`config.mk`:
```
export PLATFORM = sky130hd
export DESIGN_NAME = fsgnj_pipe
export DESIGN_NICKNAME = d
export VERILOG_FILES = /design/src/rtl/fsgnj_pipe.sv
export SDC_FILE = /design/constraint.sdc
export NUM_CORES = 1
export LEC_CHECK = 0
export ABC_CLOCK_PERIOD_IN_PS = 2000
export CAP_MARGIN = 5
export CELL_PAD_IN_SITES_DETAIL_PLACEMENT = 2
export CELL_PAD_IN_SITES_GLOBAL_PLACEMENT = 2
export CORE_ASPECT_RATIO = 1.75
export CORE_MARGIN = 5
export CORE_UTILIZATION = 17
export DETAILED_ROUTE_END_ITERATION = 16
export HOLD_SLACK_MARGIN = 0.02
export PLACE_DENSITY_LB_ADDON = 0.08
export SLEW_MARGIN = 20
export SYNTH_ARGS = -nofsm -noshare
export SYNTH_HDL_FRONTEND = slang
export SYNTH_SLANG_ARGS = --single-unit
```
`constraint.sdc`:
```
create_clock -name clk -period 2 [get_ports clk]
set_clock_uncertainty 0.15 [all_clocks]
set_input_delay 0.4 -clock clk [delete_from_list [all_inputs] [get_ports clk]]
set_output_delay 0.4 -clock clk [all_outputs]
set_load 0.01 [all_outputs]
```
`src/rtl/fsgnj_pipe.sv`:
```
// Pipelined FP sign-injection unit (FSGNJ/FSGNJN/FSGNJX) with NaN-boxed single
// support at FLEN=64, elastic valid/ready stages and a tag carried per operation.
module fsgnj_pipe #(
  parameter int FLEN   = 32,
  parameter int STAGES = 1,
  parameter int TAG_W  = 4
) (
  input  logic             clk,
  input  logic             rst,
  input  logic             in_valid,
  output logic             in_ready,
  input  logic [FLEN-1:0]  rs1,
  input  logic [FLEN-1:0]  rs2,
  input  logic [1:0]       op_type,
  input  logic             fmt,
  input  logic [TAG_W-1:0] tag_in,
  output logic             out_valid,
  input  logic             out_ready,
  output logic [FLEN-1:0]  rd,
  output logic             illegal,
  output logic [TAG_W-1:0] tag_out
);

  typedef enum logic [1:0] {
    OP_SGNJ  = 2'b00,
    OP_SGNJN = 2'b01,
    OP_SGNJX = 2'b10,
    OP_ILL   = 2'b11
  } op_e;

  localparam int             SW     = $clog2(FLEN);
  localparam logic [SW-1:0]  SIGN_S = SW'(31);
  localparam logic [SW-1:0]  SIGN_D = SW'(FLEN - 1);
  localparam logic [31:0]    QNAN_S = 32'h7FC0_0000;

  logic            nan_box;
  logic [SW-1:0]   sp;
  logic [FLEN-1:0] op_a, op_b, res;
  logic            res_ill;

  // NOTE: every variable written in always_comb gets a default at the top so no path can infer a latch.
  always_comb begin
    nan_box = (FLEN == 64) && !fmt;
    sp      = ((FLEN == 64) && fmt) ? SIGN_D : SIGN_S;
    op_a    = rs1;
    op_b    = rs2;
    if (nan_box && (rs1[FLEN-1:FLEN-32] != '1)) begin
      op_a       = '1;
      op_a[31:0] = QNAN_S;
    end
    if (nan_box && (rs2[FLEN-1:FLEN-32] != '1)) begin
      op_b       = '1;
      op_b[31:0] = QNAN_S;
    end
    res     = op_a;
    res_ill = 1'b0;
    case (op_e'(op_type))
      OP_SGNJ:  res[sp] = op_b[sp];
      OP_SGNJN: res[sp] = ~op_b[sp];
      OP_SGNJX: res[sp] = op_a[sp] ^ op_b[sp];
      default:  res_ill = 1'b1;
    endcase
    // A single result living in a double register is always re-boxed, even for op 11.
    if (nan_box) res[FLEN-1:FLEN-32] = '1;
  end

  logic [STAGES-1:0] vld_q, vld_d;
  logic [STAGES:0]   adv;
  logic [FLEN-1:0]   rd_q  [STAGES];
  logic [FLEN-1:0]   rd_d  [STAGES];
  logic              ill_q [STAGES];
  logic              ill_d [STAGES];
  logic [TAG_W-1:0]  tag_q [STAGES];
  logic [TAG_W-1:0]  tag_d [STAGES];

  // adv[k]: stage k may load this cycle (it is empty, or its contents move on).
  always_comb begin
    adv[STAGES] = out_ready;
    for (int k = STAGES - 1; k >= 0; k--) adv[k] = !vld_q[k] || adv[k+1];
    in_ready = !rst && adv[0];

    vld_d = vld_q;
    rd_d  = rd_q;
    ill_d = ill_q;
    tag_d = tag_q;
    if (adv[0]) begin
      vld_d[0] = in_valid && in_ready;
      rd_d[0]  = res;
      ill_d[0] = res_ill;
      tag_d[0] = tag_in;
    end
    for (int k = 1; k < STAGES; k++) begin
      if (adv[k]) begin
        vld_d[k] = vld_q[k-1];
        rd_d[k]  = rd_q[k-1];
        ill_d[k] = ill_q[k-1];
        tag_d[k] = tag_q[k-1];
      end
    end
  end

  always_ff @(posedge clk) begin
    if (rst) vld_q <= '0;
    else     vld_q <= vld_d;
  end

  // NOTE: payload registers carry no reset; the valid bits alone decide what is live.
  always_ff @(posedge clk) begin
    rd_q  <= rd_d;
    ill_q <= ill_d;
    tag_q <= tag_d;
  end

  assign out_valid = vld_q[STAGES-1];
  assign rd        = out_valid ? rd_q[STAGES-1]  : '0;
  assign illegal   = out_valid ? ill_q[STAGES-1] : 1'b0;
  assign tag_out   = out_valid ? tag_q[STAGES-1] : '0;

endmodule

```
## After elaboration in Yosys (flattened, before gate mapping)

Cells that the tools add are included.

- Register bits: 38
- Input bits: 75
- Output and inout bits: 39
- Word-level logic and storage cells: 20

- Eq/ne operators: 2
- Muxes and demuxes: 5
- Bitwise gates (word level): 2
- Reductions and logical operators: 7

Operators by type and width:

| kind | number |
|---|---|
| $mux W32 | 1 |
| $mux W4 | 1 |
| $pmux W1 S3 | 1 |
| $reduce_or A3 Y1 | 1 |
| $eq A2 B1 Y1 const B | 1 |
| $eq A2 B2 Y1 const B | 1 |
| $logic_and A1 B1 Y1 | 2 |
| $logic_not A1 Y1 | 2 |
| $logic_not A2 Y1 | 1 |
| $mux W1 | 2 |
| $logic_or A1 B1 Y1 | 1 |
| $not A1 Y1 | 1 |
| $xor A1 B1 Y1 | 1 |

## Depth between registers and ports, before layout

- Depth after elaboration: 4
- Gate-level depth with buffers: 4
- Mapped depth without buffers: 3

## Worst setup path after synthesis

No wires, ideal clock.

- Kind: register to register
- From: register vld_q (netlist: out_valid)
- To: register ill_q (enable)
- Setup time: 392 ps
- Arrival time: 1393 ps
- Path slack: 65 ps
- Stages on the path, launching flop included: 4
- Buffers on the path: 1
- Period minus slack after synthesis: 1935 ps
- Cells stage by stage: dfxtp_1 -> buf_2 -> and2b_1 -> inv_1

- Longest elaborated chain between the ends: 2

RTL lines:

| what | RTL line | text |
|---|---|---|
| from (decl) | 67 | `logic [STAGES-1:0] vld_q, vld_d;` |
| from (signal assigned) | 104 | `else vld_q <= vld_d;` |
| $logic_not A1 Y1 | 79 | `for (int k = STAGES - 1; k >= 0; k--) adv[k] = !vld_q[k] \|\| adv[k+1];` |
| $logic_or A1 B1 Y1 | 79 |  |
| named net adv[0] | 68 | `logic [STAGES:0] adv;` |
| to (signal assigned) | 110 | `ill_q <= ill_d;` |
| to (decl) | 71 | `logic ill_q [STAGES];` |

The timed path passes the listed nets, and every way through them passes these cells.
A chain may end at the register's enable or synchronous reset.

## Final worst setup path

- From: register vld_q (netlist: out_valid)
- To: output illegal

- Longest elaborated chain between the ends: 1

RTL lines:

| what | RTL line | text |
|---|---|---|
| $mux W1 | 116 | `assign illegal = out_valid ? ill_q[STAGES-1] : 1'b0;` |
| to (decl) | 20 | `output logic illegal,` |

Every way passes these cells.

==> impl_metrics.ini <==
[timing]
grt_setup_unrepaired = no
slew_viol_final = 0
hold_violations = 0
setup_viol = 0
tns_ns = 0
relSlewSlack_pct = 86.7
min_period_ns = 1.90
post-route-period-util_pct = 94.8
fmax_mhz = 527
timing.final.ws_setup_ns = 0.104
tightest_slew_ns = 0.200

[synth]
yosys_register_bits = 38
ys_top_cells_by_area = edfxtp_1 77%, and2_1 16%, dfxtp_1 1.4%
synth_area_sq_mm = 0.00144
synth_cell_type_count = 13
synth_nets = 165
synth_top_area_cell = edfxtp_1
syn_avg_cell_area_sq_um = 16.0
synth_top_area_share_pct = 77.0
synth-seq-area-share_pct = 78.4
synthCells = 90
synth_warnings = 0

[clocking]
clk_pin_slew_ns = 0.05
numCtsBuffers = 5
cts_root_buf = clkbuf_16
clock-sinks = 38
clk_latency_ns = 0.27
tritoncts = done
cts_hold_buf = 0
clk_path_buf_depth = 2
htreeDepth = 2

[worst_setup_path]
crit_path_end_kind = primary output
reg2reg_depth = 5
critPathKind = reg2out
cp.required_ns = 1.45
cp_max_fo = 5
cp-start-kind = flip-flop
timing.rr.end = rd_q[5]
r2r_start = out_valid
crit_arrival_ns = 1.35
reg2reg_slack_ns = 0.39

[min_path]
hold_depth = 1
hold_end = rd_q[4]
min_path_type = in2reg
hp-start = rs1[4]

[route]
firstDrtPassIters = 2
drtIter0Drc = 43
final_antenna_net_count = 0
drt-total-wl_mm = 4.26
remaining_drc_errors = 0
wl_per_cell_um = 14.3
vias = 1057
via_per_inst = 3.56

[global_route]
grt_pass1_wl_mm = 6.36
grt_use_total_pct = 8.21
grt-ovfl-total = 0
grt_pass1_vias = 1228
antenna_found_initial = 0
grt_max_degree = 15
grt_use_met3_pct = 2.80
grtUsageMet2_pct = 15.4
met1_usage_pct = 7.39
busiest_layer = met2

[floorplan]
start_util_pct = 17.4
ios = 114
dieArea_sq_mm = 0.0105
die_w_um = 79.6
fp.dieH_um = 132
rows = 44
coreArea_sq_mm = 0.00831

[pwr]
p_leak_nw = 1.08
ir_drop_uv = 307
powerDensity_mw_per_mm2 = 753
power_mw = 1.91

[run]
max_cap_violations = 0

[final_layout]
area_growth_pct = 76.3
fillCellCount = 904
final_cells = 297
num-nets-final = 258
drive_gt1_share_pct = 9.89
final_cell_mix = 44 x clkdlybuf4s50_1, 37 x and2_1, 37 x edfxtp_1
antennaDiodeCount = 0
final_common_cell = clkdlybuf4s50_1

[place]
pre_cts_slack_ns = -0.242
dp_hpwl_mm = 3.35
dpl.cell_count = 290
gp_congestion = 0.657
portBuffers = 81

[status]
outcome = finished clean
==> through the flow <==
step | area, sq um | utilization (%) | hold WS, ns
after floorplan | 1440 | - | 0.322
after global placement | 2440 | 29.3 | 0.746
after detailed placement | 2440 | 29.3 | 0.748
after CTS | 2550 | 30.6 | 0.513
after global routing | 2540 | 30.6 | 0.515
final | 2540 | 30.6 | 0.527
==> cell usage after synthesis <==
| cell type | n |
|---|---|
| dfxtp_1 | 1 |
| clkbuf_1 | 1 |
| inv_1 | 1 |
| and2_2 | 1 |
| and2_1 | 37 |
| and2b_1 | 1 |
| nor2_1 | 4 |
| nand2_2 | 1 |
| edfxtp_1 | 37 |
| a221o_1 | 1 |
| o21ai_1 | 1 |
| buf_2 | 3 |
| nor2b_1 | 1 |
==> cell families (layout without fill, tap and decap cells) <==
family	Yosys count	in the layout	synth area share, %
simple gates	45	45	19.0
flops	38	38	78.4
buf+inv	5	97	1.56
compound gates	2	2	1.04
==> registers in the layout, summed over array words and instances (netlist names) <==
register,flops
tag_q,4
rd_q,32
ill_q,1
out_valid,1
==> per-layer routing <==
layer	vias up	wire length, um
met2	49	2440
met3	5	303
met4	0	93
met5	-	0
li1	491	-
met1	512	1420
==> worst max-delay path, cell delays in order (launching register included) <==
cell and delay [ns]:
dfxtp_4 0.39, and2_1 0.14, clkdlybuf4s50_1 0.54
==> how the worst max path moves through the flow <==
stage,from,to,slack (ns),depth (start not counted)
after floorplan,out_valid,ill_q,0.07,3
after global placement,out_ready,in_ready,-0.23,4
after detailed placement,out_ready,in_ready,-0.24,4
final,out_valid,illegal,0.10,2
after global routing,out_valid,out_valid,0.06,2
after CTS,out_ready,in_ready,0.02,4
==> where the power goes <==
group	internal, mW	switching [mW]	leakage, nW	total (mW)
sequential	0.935	0.0140	0.393	0.949
clock	0.443	0.284	0.0632	0.727
combinational	0.148	0.0893	0.622	0.238
==> repair_timing <==
item	4_1_cts	5_1_grt
gates resized for setup	43	2
setup endpoints to repair	39	1
setup buffers	1	0
pin swaps	0	0
==> cell type report <==
type	count	area [sq um]	area share [%]
clock buffer	5	125	4.92
clock inverter	1	3.75	0.148
inverter	1	3.75	0.148
multi-input combinational	47	289	11.4
sequential	38	1130	44.6
tap	115	144	5.66
timing repair buffer	90	843	33.2
Power figures use the tool's default switching activity.
